<file path="config.mk">
export PLATFORM = sky130hd
export DESIGN_NAME = piso_serializer
export DESIGN_NICKNAME = d
export VERILOG_FILES = /design/src/rtl/piso_pkg.sv /design/src/rtl/piso_bit_timer.sv /design/src/rtl/piso_serializer.sv
export SDC_FILE = /design/constraint.sdc
export NUM_CORES = 1
export LEC_CHECK = 0
export ABC_AREA = 1
export CAP_MARGIN = 40
export CORE_MARGIN = 3
export CORE_UTILIZATION = 45
export DETAILED_ROUTE_END_ITERATION = 8
export PLACE_DENSITY = 0.77
export REMOVE_ABC_BUFFERS = 1
export SLEW_MARGIN = 20
export SYNTH_ARGS = -nofsm -noshare
export SYNTH_HDL_FRONTEND = slang
export SYNTH_SLANG_ARGS = --single-unit
</file>
<file path="constraint.sdc">
create_clock -name clk -period 1.65 [get_ports clk]
set_input_delay 0.165 -clock clk [delete_from_list [all_inputs] [get_ports clk]]
set_output_delay 0.165 -clock clk [all_outputs]
set_load 0.03 [all_outputs]
</file>
<file path="src/rtl/piso_pkg.sv">
// Shared definitions for the PISO serializer family: FSM state encoding and
// a counter-width helper.
package piso_pkg;

  typedef logic [1:0] state_t;

  localparam state_t ST_IDLE  = 2'd0;
  localparam state_t ST_SHIFT = 2'd1;
  localparam state_t ST_GAP   = 2'd2;

  // Bits needed for a counter covering 0..range_n-1, never less than one bit.
  function automatic int cnt_width(input int range_n);
    if (range_n <= 2) begin
      return 1;
    end else begin
      return $clog2(range_n);
    end
  endfunction

endpackage

</file>
<file path="src/rtl/piso_bit_timer.sv">
// Bit-period divider: counts DIV clocks per serial bit and flags the last one.
module piso_bit_timer
  import piso_pkg::*;
#(
  parameter int DIV = 1
) (
  input  logic clk,
  input  logic rst,
  input  logic run,
  input  logic clear,
  output logic bit_tick
);

  localparam int DW = cnt_width(DIV);
  localparam logic [DW-1:0] DIV_LAST = DW'(DIV - 1);

  logic [DW-1:0] div_cnt_q;
  logic [DW-1:0] div_cnt_d;

  assign bit_tick = run && (div_cnt_q == DIV_LAST);

  // Next divider count: restart on frame load, wrap at the last cycle of a bit.
  always_comb begin
    div_cnt_d = div_cnt_q;
    if (clear) begin
      div_cnt_d = {DW{1'b0}};
    end else if (run) begin
      if (div_cnt_q == DIV_LAST) begin
        div_cnt_d = {DW{1'b0}};
      end else begin
        div_cnt_d = div_cnt_q + DW'(1);
      end
    end else begin
      div_cnt_d = {DW{1'b0}};
    end
  end

  // Divider count register.
  always_ff @(posedge clk or posedge rst) begin
    if (rst) begin
      div_cnt_q <= {DW{1'b0}};
    end else begin
      div_cnt_q <= div_cnt_d;
    end
  end

endmodule

</file>
<file path="src/rtl/piso_serializer.sv">
// Parallel-in/serial-out serializer with valid/ready input, one-word holding
// buffer, selectable bit order, bit-period divider and inter-frame gap.
module piso_serializer
  import piso_pkg::*;
#(
  parameter int WIDTH     = 8,
  parameter int MSB_FIRST = 1,
  parameter int DIV       = 1,
  parameter int IDLE_GAP  = 0
) (
  input  logic             clk,
  input  logic             rst,
  input  logic             in_valid,
  output logic             in_ready,
  input  logic [WIDTH-1:0] parallel_in,
  output logic             serial_valid,
  output logic             serial_out,
  output logic             serial_start,
  output logic             serial_end,
  output logic             busy
);

  localparam int BW      = cnt_width(WIDTH);
  localparam int GAP_CYC = IDLE_GAP * DIV;
  localparam int GW      = cnt_width(GAP_CYC);
  localparam logic [BW-1:0] BIT_LAST = BW'(WIDTH - 1);
  localparam logic [GW-1:0] GAP_LAST = GW'((GAP_CYC > 0) ? (GAP_CYC - 1) : 0);

  state_t           state_q, state_d;
  logic [WIDTH-1:0] hold_q, hold_d;
  logic             hold_full_q, hold_full_d;
  logic [WIDTH-1:0] shift_q, shift_d;
  logic [BW-1:0]    bit_cnt_q, bit_cnt_d;
  logic [GW-1:0]    gap_cnt_q, gap_cnt_d;
  logic             in_ready_q, in_ready_d;
  logic             valid_q, valid_d;
  logic             out_q, out_d;
  logic             start_q, start_d;
  logic             end_q, end_d;
  logic             busy_q, busy_d;
  logic             accept_s;
  logic             load_s;
  logic             bit_tick_s;
  logic             last_bit_s;

  piso_bit_timer #(
    .DIV (DIV)
  ) u_bit_timer (
    .clk      (clk),
    .rst      (rst),
    .run      (state_q == ST_SHIFT),
    .clear    (load_s),
    .bit_tick (bit_tick_s)
  );

  assign accept_s   = in_valid && in_ready_q;
  assign last_bit_s = bit_tick_s && (bit_cnt_q == BIT_LAST);

  // FSM state register.
  always_ff @(posedge clk or posedge rst) begin
    if (rst) begin
      state_q <= ST_IDLE;
    end else begin
      state_q <= state_d;
    end
  end

  // FSM next state; load_s moves the buffered word into the shifter.
  always_comb begin
    state_d = state_q;
    load_s  = 1'b0;
    case (state_q)
      ST_IDLE: begin
        if (hold_full_q) begin
          state_d = ST_SHIFT;
          load_s  = 1'b1;
        end else begin
          state_d = ST_IDLE;
        end
      end
      ST_SHIFT: begin
        if (last_bit_s) begin
          if (IDLE_GAP > 0) begin
            state_d = ST_GAP;
          end else if (hold_full_q) begin
            state_d = ST_SHIFT;
            load_s  = 1'b1;
          end else begin
            state_d = ST_IDLE;
          end
        end else begin
          state_d = ST_SHIFT;
        end
      end
      ST_GAP: begin
        if (gap_cnt_q == GAP_LAST) begin
          if (hold_full_q) begin
            state_d = ST_SHIFT;
            load_s  = 1'b1;
          end else begin
            state_d = ST_IDLE;
          end
        end else begin
          state_d = ST_GAP;
        end
      end
      default: begin
        state_d = ST_IDLE;
      end
    endcase
  end

  // Datapath next values: holding buffer, shifter, bit and gap counters.
  always_comb begin
    hold_d      = hold_q;
    hold_full_d = hold_full_q;
    shift_d     = shift_q;
    bit_cnt_d   = bit_cnt_q;
    gap_cnt_d   = {GW{1'b0}};

    if (accept_s) begin
      hold_d      = parallel_in;
      hold_full_d = 1'b1;
    end else if (load_s) begin
      hold_full_d = 1'b0;
    end else begin
      hold_full_d = hold_full_q;
    end

    if (load_s) begin
      shift_d   = hold_q;
      bit_cnt_d = {BW{1'b0}};
    end else if ((state_q == ST_SHIFT) && bit_tick_s) begin
      if (MSB_FIRST != 0) begin
        shift_d = {shift_q[WIDTH-2:0], 1'b0};
      end else begin
        shift_d = {1'b0, shift_q[WIDTH-1:1]};
      end
      if (bit_cnt_q == BIT_LAST) begin
        bit_cnt_d = {BW{1'b0}};
      end else begin
        bit_cnt_d = bit_cnt_q + BW'(1);
      end
    end else begin
      shift_d   = shift_q;
      bit_cnt_d = bit_cnt_q;
    end

    if ((state_q == ST_GAP) && (gap_cnt_q != GAP_LAST)) begin
      gap_cnt_d = gap_cnt_q + GW'(1);
    end else begin
      gap_cnt_d = {GW{1'b0}};
    end
  end

  // Datapath registers.
  always_ff @(posedge clk or posedge rst) begin
    if (rst) begin
      hold_q      <= {WIDTH{1'b0}};
      hold_full_q <= 1'b0;
      shift_q     <= {WIDTH{1'b0}};
      bit_cnt_q   <= {BW{1'b0}};
      gap_cnt_q   <= {GW{1'b0}};
    end else begin
      hold_q      <= hold_d;
      hold_full_q <= hold_full_d;
      shift_q     <= shift_d;
      bit_cnt_q   <= bit_cnt_d;
      gap_cnt_q   <= gap_cnt_d;
    end
  end

  // Outputs are computed from next-cycle state so the registered copies line up with the bit on the wire.
  always_comb begin
    valid_d    = (state_d == ST_SHIFT);
    in_ready_d = !hold_full_d;
    busy_d     = (state_d != ST_IDLE) || hold_full_d;
    if (valid_d) begin
      out_d   = (MSB_FIRST != 0) ? shift_d[WIDTH-1] : shift_d[0];
      start_d = (bit_cnt_d == {BW{1'b0}});
      end_d   = (bit_cnt_d == BIT_LAST);
    end else begin
      out_d   = 1'b0;
      start_d = 1'b0;
      end_d   = 1'b0;
    end
  end

  // Output registers.
  always_ff @(posedge clk or posedge rst) begin
    if (rst) begin
      in_ready_q <= 1'b1;
      valid_q    <= 1'b0;
      out_q      <= 1'b0;
      start_q    <= 1'b0;
      end_q      <= 1'b0;
      busy_q     <= 1'b0;
    end else begin
      in_ready_q <= in_ready_d;
      valid_q    <= valid_d;
      out_q      <= out_d;
      start_q    <= start_d;
      end_q      <= end_d;
      busy_q     <= busy_d;
    end
  end

  assign in_ready     = in_ready_q;
  assign serial_valid = valid_q;
  assign serial_out   = out_q;
  assign serial_start = start_q;
  assign serial_end   = end_q;
  assign busy         = busy_q;

endmodule

</file>
After elaboration in Yosys (flattened, before gate mapping)
Cells that the tools add are included.
{ "totals": {"elab_cells": 56, "input_bits": 11, "output_inout_bits": 6, "register_bits": 30} }
{ "classes": {"n_eq_ne": 5, "bitwise": 1, "n_reduce_logical": 11, "add_sub_neg": 3, "mux": 22} }
{ "op_table": {"columns": ["op", "n"], "rows": [
  ["two-way mux 8 bit", 2],
  ["two-way mux 1 bit", 13],
  ["two-way mux 3 bit", 3],
  ["== test 3 bit (second input constant)", 2],
  ["one-hot mux 2 bit (3 select lines)", 1],
  ["logical AND 1 bit", 5],
  ["== test 2 x 1 -> 1 bit (second input constant)", 2],
  ["two-way mux 2 bit", 2],
  ["nonzero test 2 bit", 2],
  ["adder 3 x 1 -> 3 bit (second input constant)", 1],
  ["logical NOT 3 bit", 1],
  ["one-hot mux 1 bit (3 select lines)", 1],
  ["adder 1 bit (second input constant)", 2],
  ["== test 2 bit (second input constant)", 1],
  ["logical NOT 2 bit", 1],
  ["logical NOT 1 bit", 1],
  ["logical OR 1 bit", 1],
  ["inverter 1 bit", 1]
]} }

Depth between registers and ports, before layout
{ "logic_depth": {"depth_word": 8, "depth_mapped": 9, "depth_no_buf": 9} }

Hierarchy
From an unflattened synthesis, not the netlist that was laid out.
{ "hier_totals": {"hier_cells": 136, "hier_area_um2": 1265.0} }
{ "by_module_without_submodules": {"columns": ["mod", "instances", "cells_each", "area_each_um2"], "rows": [
  ["piso_serializer", 1, 135, 1257.5],
  ["piso_bit_timer", 1, 1, 7.5]
]} }

Least setup slack after synthesis
OpenSTA, ideal clock, no wires.
{ "synth_timing": {"path_kind": "reg-to-reg", "from": "register bit_cnt_q[0]", "to": "register out_q (netlist: serial_out)", "t_arrival_ns": 1.291, "stages_incl_launch_ff": 10, "path_slack_ns": 0.239, "setup_ns": 0.119, "cell_sequence": "dfrtp_1 -> ha_1 -> ha_1 -> inv_1 -> nand2_1 -> nand2_1 -> nor2_2 -> nand2_1 -> nand2_2 -> nor2_1"} }
{ "synth_via": {"elab_chain_cells": 6, "word_cells_on_any_way": 9, "classes_between": "eq/ne: 2; mux: 6; reduce/logical: 1"} }
{ "synth_rtl": {"columns": ["item", "line_no", "rtl"], "rows": [
  ["start, declared", "piso_serializer.sv:33", "logic [BW-1:0] bit_cnt_q, bit_cnt_d;"],
  ["start signal, assigned", "piso_serializer.sv:162", "bit_cnt_q <= {BW{1'b0}};"],
  ["start signal, assigned", "piso_serializer.sv:168", "bit_cnt_q <= bit_cnt_d;"],
  ["== test 3 bit *", "piso_serializer.sv:57", "assign last_bit_s = bit_tick_s && (bit_cnt_q == BIT_LAST);"],
  ["logical AND 1 bit *", "piso_serializer.sv:57", null],
  ["two-way mux 2 bit / two-way mux 1 bit (equally long branches)", "piso_serializer.sv:82", "if (last_bit_s) begin"],
  ["one-hot mux 2 bit (3 select lines) / one-hot mux 1 bit (3 select lines) (equally long branches)", "piso_serializer.sv:72", "case (state_q)"],
  ["== test 2 x 1 -> 1 bit / two-way mux 8 bit (equally long branches)", "piso_serializer.sv:175, piso_serializer.sv:130", null],
  ["two-way mux 1 bit *", "piso_serializer.sv:178", "if (valid_d) begin"],
  ["named net out_d", "piso_serializer.sv:37", "logic out_q, out_d;"],
  ["end signal, assigned", "piso_serializer.sv:201", "out_q <= out_d;"],
  ["end, declared", "piso_serializer.sv:37", null]
]} }
The timed path passes the listed nets; every way through them passes the cells marked *.
A chain may end at the register's enable or synchronous reset.

Final worst setup path
{ "layout_timing": {"from": "register bit_cnt_q[0]", "to": "register start_q (netlist: serial_start)"} }
{ "layout_via": {"elab_chain_cells": 7, "word_cells_on_any_way": 13, "classes_between": "add/sub: 1; eq/ne: 2; mux: 8; reduce/logical: 2"} }
{ "layout_rtl": {"columns": ["item", "line_no", "rtl"], "rows": [
  ["parallel branches: the longest is 6 deep, another holds adder 3 x 1 -> 3 bit", null, null],
  ["two-way mux 1 bit *", "piso_serializer.sv:178", null],
  ["named net start_d", "piso_serializer.sv:38", "logic start_q, start_d;"],
  ["end signal, assigned", "piso_serializer.sv:202", "start_q <= start_d;"],
  ["end, declared", "piso_serializer.sv:38", null]
]} }
Mark *: on every way through the listed nets, which the timed path passes.

==> results.ini <==
[status]
status=finished, final reports clean

[critical_path]
cp_max_fo=12
crit_type=reg -> reg
critPathArrivalTime_ns=1.73
cp_data_required_time_ns=1.87
end_kind=flop
crit_path_start_kind=flop
rrSetupSlack_ns=0.14

[floorplanning]
ios=17
die_h_um=59.2
design.core.area_sq_mm=0.00259
dieArea_sq_mm=0.00350
fp-row-count=18
initial_utilization_pct=49.1
fp.dieW_um=59.2

[sta]
finalCritPeriodShare_pct=91.5
fin_skew_ns=0.0106
setup-tns-final_ns=0
drv_slew=0
clock.fmax_mhz=662
hold_viol=0
rsz0062_at_grt=false
fin_crit_ns=1.51
setup_viol_count_final=0

[clock_tree]
cts_buffer_depth=2
cts.sinks=29
cts_hold_buf=0
clk_latency_ns=0.32
cts_buffers=5
cts-htree-levels=2
cts_resized=1
cts-root-buf=clkbuf_4
cts_setup_buffers=0
cts_tree=built
clkTransAtPathRegs_ns=0.09

[drt]
drt-total-wl_um=2250
first_pass_iters=4
wl_per_cell_um=12.0
ant_nets=0
vias=921
vias_per_cell=4.93
drc=0
drt-initial-drc-count=32

[synth]
yosysSeqAreaShare_pct=57.1
yosysWarnings=0
ys_seq_elements=29
netlist_area_sq_mm=0.00127
syn_avg_cell_area_sq_um=9.57
synthCells=133
synth.distinct_cells=18

[layout]
finalNetCount=169
final_cell_mix=30 x nand2_1, 28 x dfrtp_1, 23 x nand3_1
syn2layout_area_growth_pct=19.8
final_common_cell=nand2_1
drive_above_1_share_pct=19.1
diodes=0

[global_routing]
antenna_found_initial=0
grt_usage_pct=15.5
grt_pass1_vias=899
grt_max_degree=30
overflow=0
grt_pass1_wl_um=3950

[power_and_ir_drop]
p_total_mw=2.60
p_leak_nw=0.786
power_density_mw_per_mm2=1710
max-vdd-ir-drop_mv=1.17

[run]
cap_violations=0

[worst_hold_path]
worstHoldPathType=in -> async

[placement]
dp_hpwl_um=1670
gp_congestion=0.753
port_buffers=16

[flip-flops by register name, summed over array words and instances (netlist names)]
name	count
gap_cnt_q	1
serial_end	1
hold_full_q	1
state_q	2
shift_q	8
serial_start	1
serial_out	1
bit_cnt_q	3
hold_q	8
serial_valid	1
in_ready	1
busy	1
[cells in the mapped netlist]
cell | instances | share of area [%]
a21oi_1 | 2 | 0.79
buf_2 | 1 | 0.39
buf_6 | 2 | 1.8
conb_1 | 1 | 0.29
dfrtp_1 | 28 | 55
dfstp_2 | 1 | 2.1
ha_1 | 2 | 2.0
inv_1 | 17 | 5.0
inv_2 | 3 | 0.88
mux2_2 | 7 | 6.2
nand2_1 | 32 | 9.4
nand2_2 | 4 | 2.0
nand2_4 | 2 | 1.8
nand3_1 | 23 | 9.0
nand4_1 | 1 | 0.49
nor2_1 | 5 | 1.5
nor2_2 | 1 | 0.49
nor2_4 | 1 | 0.88
[critical path: stages (launching register included)]
cell	delay, ns
dfrtp_1	0.41
ha_1	0.22
ha_1	0.20
inv_1	0.08
a21oi_1	0.07
nand2_2	0.23
nand2_1	0.11
nand2_1	0.07
nor2_1	0.04
[per-layer routing]
layer	GRT usage, %	vias to the layer above	share of wire [%]
li1	-	462	-
met2	24.9	16	53
met3	4.58	2	4.5
met1	19.4	441	42
met4	6.80	0	0.36
met5	0	-	0
[kinds of logic (layout without fill, tap and decap cells)]
kind of cell               Yosys count  after routing  share of synthesized area (%)
and+or+nand+nor                     69             69                           25.6
DFF                                 29             29                           57.1
buffers and inverters               23             47                           8.06
muxes                                7              7                           6.20
adders and majority gates            2              2                           1.97
AOI/OAI and AO/OA                    2              2                          0.787
other                                1              1                          0.295
[report_power, final]
group,switching [mW],leakage (nW),internal (mW),total [mW]
Sequential,0.140,0.349,0.989,1.13
Combinational,0.638,0.408,0.444,1.08
Clock,0.229,0.0293,0.166,0.394
Total,1.01,0.786,1.60,2.60
[worst paths after layout]
kind,start,endpoint,cells past startpoint
worst max-delay path,bit_cnt_q[0],serial_start,8
worst min-delay path,rst,shift_q[6],3
worst max register to register,bit_cnt_q[0],serial_start,8
worst min register to register,hold_q[0],shift_q[0],2
max in group asynchronous,rst,in_ready,3
min in group clk,parallel_in[7],hold_q[7],3
[cell type report]
type / count / area [sq um]
Clock buffer: 7 / 45.0
Clock inverter: 1 / 5.00
Fill cell: 242 / 1070
Inverter: 20 / 75.1
Multi-Input combinational cell: 81 / 453
Sequential cell: 29 / 727
Tap cell: 30 / 37.5
Timing Repair Buffer: 19 / 181
[metrics by stage]
step | util (%) | hold slack, ns | setup WS [ns] | area [sq um] | instances
4_1_cts | 58.5 | 0.223 | 0.0761 | 1510 | 187
2_1_floorplan | - | 0.242 | 0.239 | 1240 | 130
6_report | 58.8 | 0.216 | 0.140 | 1520 | 187
3_3_place_gp | 56.6 | 0.459 | 0.174 | 1470 | 179
3_5_place_dp | 56.6 | 0.473 | 0.0852 | 1470 | 179
5_1_grt | 58.8 | 0.247 | 0.00569 | 1520 | 187
No activity file was read; power rests on OpenSTA's default activity.
